===== src/rtl/reg_file_rename.sv =====
// Architectural register file with ROB rename tracking (busy/tag),
// commit write with tag-matched busy clear, and registered multi-port reads.
module reg_file_rename #(
  parameter  int XLEN      = 32,
  parameter  int NREG      = 32,
  parameter  int ROB_WIDTH = 3,
  parameter  int NRD       = 2,
  localparam int AW        = $clog2(NREG)
) (
  input  logic                     clk_in,
  input  logic                     rst_n_in,
  input  logic                     rdy_in,
  input  logic [NRD-1:0]           rd_req_in,
  input  logic [NRD*AW-1:0]        rd_addr_in,
  input  logic                     rn_valid_in,
  input  logic [AW-1:0]            rn_rd_in,
  input  logic [ROB_WIDTH-1:0]     rn_tag_in,
  input  logic                     cm_valid_in,
  input  logic [AW-1:0]            cm_rd_in,
  input  logic [ROB_WIDTH-1:0]     cm_tag_in,
  input  logic [XLEN-1:0]          cm_data_in,
  input  logic                     flush_in,
  output logic [NRD-1:0]           rd_ack_out,
  output logic [NRD*XLEN-1:0]      rd_data_out,
  output logic [NRD-1:0]           rd_busy_out,
  output logic [NRD*ROB_WIDTH-1:0] rd_tag_out
);

  logic [XLEN-1:0]      r_data [NREG];
  logic [NREG-1:0]      r_busy;
  logic [ROB_WIDTH-1:0] r_tag  [NREG];

  logic [NRD-1:0]           r_ack;
  logic [NRD*XLEN-1:0]      r_odata;
  logic [NRD-1:0]           r_obusy;
  logic [NRD*ROB_WIDTH-1:0] r_otag;

  logic [AW-1:0]        w_addr [NRD];
  logic [XLEN-1:0]      w_data [NRD];
  logic [NRD-1:0]       w_busy;
  logic [ROB_WIDTH-1:0] w_tag  [NRD];
  logic [NRD-1:0]       w_hit;
  logic                 w_cm_ok;
  logic                 w_rn_ok;

  assign w_cm_ok = cm_valid_in && (cm_rd_in != '0);
  assign w_rn_ok = rn_valid_in && !flush_in && (rn_rd_in != '0);

  // Reads see pre-edge state, except a tag-matched commit is bypassed.
  always_comb begin
    for (int k = 0; k < NRD; k++) begin
      w_addr[k] = rd_addr_in[k*AW +: AW];
      w_data[k] = '0;
      w_busy[k] = 1'b0;
      w_tag[k]  = '0;
      w_hit[k]  = 1'b0;
      if (w_addr[k] != '0) begin
        w_tag[k] = r_tag[w_addr[k]];
        w_hit[k] = w_cm_ok && (cm_rd_in == w_addr[k])
                && (r_tag[w_addr[k]] == cm_tag_in);
        if (w_hit[k]) begin
          w_data[k] = cm_data_in;
        end else begin
          w_data[k] = r_data[w_addr[k]];
          w_busy[k] = r_busy[w_addr[k]] && !flush_in;
        end
      end
    end
  end

  // Rename is applied after commit so it wins on the busy/tag fields.
  always_ff @(posedge clk_in or negedge rst_n_in) begin
    if (!rst_n_in) begin
      r_busy <= '0;
      for (int i = 0; i < NREG; i++) begin
        r_data[i] <= '0;
        r_tag[i]  <= '0;
      end
    end else if (rdy_in) begin
      for (int i = 1; i < NREG; i++) begin
        if (w_cm_ok && (cm_rd_in == AW'(i))) begin
          r_data[i] <= cm_data_in;
          if (r_busy[i] && (r_tag[i] == cm_tag_in))
            r_busy[i] <= 1'b0;
        end
        if (flush_in) begin
          r_busy[i] <= 1'b0;
        end else if (w_rn_ok && (rn_rd_in == AW'(i))) begin
          r_busy[i] <= 1'b1;
          r_tag[i]  <= rn_tag_in;
        end
      end
    end
  end

  always_ff @(posedge clk_in or negedge rst_n_in) begin
    if (!rst_n_in) begin
      r_ack   <= '0;
      r_odata <= '0;
      r_obusy <= '0;
      r_otag  <= '0;
    end else if (rdy_in) begin
      r_ack <= rd_req_in;
      for (int k = 0; k < NRD; k++) begin
        if (rd_req_in[k]) begin
          r_odata[k*XLEN +: XLEN]         <= w_data[k];
          r_obusy[k]                      <= w_busy[k];
          r_otag[k*ROB_WIDTH +: ROB_WIDTH] <= w_tag[k];
        end
      end
    end
  end

  assign rd_ack_out  = r_ack;
  assign rd_data_out = r_odata;
  assign rd_busy_out = r_obusy;
  assign rd_tag_out  = r_otag;

endmodule


===== config.mk =====
export PLATFORM = sky130hd
export DESIGN_NAME = reg_file_rename
export DESIGN_NICKNAME = d
export VERILOG_FILES = /design/src/rtl/reg_file_rename.sv
export SDC_FILE = /design/constraint.sdc
export NUM_CORES = 2
export LEC_CHECK = 0
export CELL_PAD_IN_SITES_DETAIL_PLACEMENT = 1
export CELL_PAD_IN_SITES_GLOBAL_PLACEMENT = 1
export CORE_MARGIN = 2
export CORE_UTILIZATION = 40
export DETAILED_ROUTE_END_ITERATION = 7
export GPL_ROUTABILITY_DRIVEN = 0
export PLACE_DENSITY = 0.72
export SYNTH_ARGS = -nofsm -noshare
export SYNTH_HDL_FRONTEND = slang
export SYNTH_SLANG_ARGS = --single-unit
export TNS_END_PERCENT = 20

===== constraint.sdc =====
create_clock -name clk_in -period 3.06 [get_ports clk_in]
set_clock_uncertainty 0.2 [all_clocks]
set_input_delay 0.306 -clock clk_in [delete_from_list [all_inputs] [get_ports clk_in]]
set_output_delay 0.306 -clock clk_in [all_outputs]
set_load 0.02 [all_outputs]

==> run summary <==
Finish-stage setup viols -> 21
CP arrival -> 3590 ps
Pwr dens -> 580 mW/mm^2
Routed via count -> 46.7k
CTS Sinks -> 1190
Flop-to-flop setup slack -> -70 ps
Crit. End Element -> flop
PnR worst setup slack -> -72.4 ps
Die area -> 0.165 mm^2
Failing checks -> setup timing
Seq/Total Area, Yosys -> 46.1%
Root Buffer -> clkbuf_16
Unrepaired setup endpoints after global routing -> true
FFs w/ async S/R, synth -> 100%
Clock Latency Late Sink -> 800 ps
Fin crit share -> 102%
Fin Setup TNS -> -851 ps
Post-DP Area -> 0.0717 mm^2
Core region area -> 0.160 mm^2
DRC errors left -> 0
Final min period -> 3130 ps
Dpl hpwl -> 152000 um
Synth Instances -> 4592
Area Overhead vs Synth -> 18.7%
DP Worst Slack -> -308 ps
Pleak -> 33.3 nW
Pin count of the biggest net entering global routing -> 105
Ys flop type -> dfrtp_1
Synth cell types -> 63
CP Data Required Time -> 3510 ps
Fmax -> 0.319 GHz
Die X -> 406 um
Mapped cell area -> 0.0646 mm^2
Worst Path Max Fanout -> 6
DR pass1 iterations -> 6
Number of port buffers -> 139
Via/cell ratio -> 6.61
Worst-Margin Slew -> 1110 ps
Final slew viol count -> 0
Syn Nets -> 4658
Starting Density -> 40.3%
TritonCTS clock tree -> yes
Clk slew on worst S/H paths -> 60 ps
First-pass GRT wire length -> 358000 um
Gr usage total -> 29.8%
Iteration-0 DRC count of the detailed router -> 5233
Yosys reg bits -> 1190
Die H -> 406 um
HP Class -> input port to flop
H-tree depth -> 4
Antenna violations before repair -> 4
Cts bufs inserted -> 136
Max_cap viols -> 0
Warning count from the yosys run -> 36
Number of global-route vias before repair -> 49.6k
EDFF count, synth -> 0
Nets@finish -> 4877
Rows -> 147
Type of origin of the critical path -> flop
Final Hold Viols -> 0
Outcome -> finished with violations
Setup CP Type -> flop to flop
Post-route ant nets -> 0
# IOs -> 140
Avg Inst Size Synth -> 14.1 um^2
Fin area -> 0.0767 mm^2
Share of cells above drive strength 1 -> 49.1%
DR WL/cell -> 34.9 um
Max_slew headroom -> 25.9%
Max VDD drop -> 0.603 mV
Grt ovf -> 0
CTS Buffer Depth -> 3
Detailed Route WL -> 247000 um
-- Yosys cell counts (all sizes together), types with 64 or more instances --
cell	number	area (um^2)
nor2b	71	444
nor2	142	533
mux2i	83	831
mux4	495	11100
nand2	85	319
xnor2	64	561
a211oi	79	598
nand3	88	440
a22oi	92	691
buf	149	743
mux2	1184	13300
nor3	75	375
clkbuf	339	1270
dfrtp	1190	29800
-- power breakdown --
| part | total (mW) | internal, mW | leakage (nW) | switching (mW) |
|---|---|---|---|---|
| combinational | 8.11 | 4.43 | 15.2 | 3.68 |
| sequential | 19.5 | 17.7 | 15.8 | 1.79 |
| clock | 16.8 | 9.92 | 2.23 | 6.92 |
-- state kept, by name (all words and copies together) (netlist names) --
name	flops
r_busy	31
rd_data_out	64
rd_ack_out	2
r_tag	93
rd_busy_out	2
r_data	992
rd_tag_out	6
-- worst max-delay path, cell delays in order, from the launching register on --
cell and delay [ps]:
dfrtp_1 390, mux4_2 530, a22oi_2 240, o22ai_2 130
or4_4 500, nand4_1 230, buf_6 230, buf_12 210
nor3_1 70, a221o_1 260
-- per-layer routing --
layer,vias up,GRT usage [%],wire (um)
met3,619,6.55,21400
met5,-,0,27
met4,4,14.3,12900
li1,18200,-,-
met2,2406,46.0,113000
met1,25500,40.0,98900
-- cell type report --
class | count | area [um^2]
clock inverters | 33 | 424
fillers | 15700 | 83700
clock buffers | 203 | 4100
repair buffers | 569 | 6460
multi-input cells | 2905 | 33200
diodes | 2 | 5.00
well taps | 2160 | 2700
flip-flops and latches | 1190 | 29800
inverters | 9 | 33.8
-- cell families after synthesis --
| kind of cell | Yosys count | share of synthesized area, % |
|---|---|---|
| AOI/OAI and AO/OA | 497 | 6.02 |
| buffers and inverters | 497 | 3.17 |
| xor gates and xnor gates | 104 | 1.41 |
| and+or+nand+nor | 542 | 4.10 |
| DFF | 1190 | 46.1 |
| muxes | 1762 | 39.2 |
-- per-stage QoR --
| step | total power [mW] | cells | utilization [%] | hold slack [ps] |
|---|---|---|---|---|
| 2_1_floorplan | 24.2 | 4592 | - | -190 |
| 3_3_place_gp | 27.1 | 6815 | 44.7 | 33.4 |
| 3_5_place_dp | 27.6 | 6815 | 44.7 | 53.3 |
| 4_1_cts | 44.5 | 7060 | 47.6 | 37.5 |
| 5_1_grt | 45.9 | 7071 | 47.8 | 89.2 |
| 6_report | 44.5 | 7071 | 47.8 | 79.6 |
-- cells in the final DEF, fill, tap and decap left out, types with 37 or more instances in the layout --
| cell type | instances |
|---|---|
| buf_4 | 284 |
| a22oi_1 | 90 |
| nand3_1 | 84 |
| mux4_2 | 495 |
| a22o_1 | 40 |
| a211oi_1 | 78 |
| dfrtp_1 | 1189 |
| mux2i_1 | 81 |
| nor2_1 | 121 |
| nand2_1 | 73 |
| nor3_1 | 72 |
| buf_12 | 129 |
| xor2_1 | 40 |
| a221oi_1 | 45 |
| mux2_2 | 1179 |
| clkbuf_16 | 148 |
| nor2b_1 | 67 |
| clkdlybuf4s50_1 | 125 |
| xnor2_1 | 64 |
| a21oi_1 | 37 |
-- final timing paths --
path | from | endpoint | cells past startpoint
setup / recovery | r_tag[58] | rd_data_out[10] | 9
hold / removal | rdy_in | rd_ack_out[0] | 2
setup reg to reg | r_tag[58] | rd_data_out[10] | 9
hold reg to reg | r_data[52] | r_data[52] | 1
max in group asynchronous | rst_n_in | r_data[759] | 4
min in group asynchronous | rst_n_in | r_busy[16] | 3
-- what timing repair did --
action	CTS	global route
pin swaps	4	10
gates cloned	2	6
setup buffers	4	3
hold buffers	3	0
hold endpoints to repair	954	0
endpoints found under the setup margin	64	63
gates resized for setup	10	18
(Power assumes the default switching activity.)
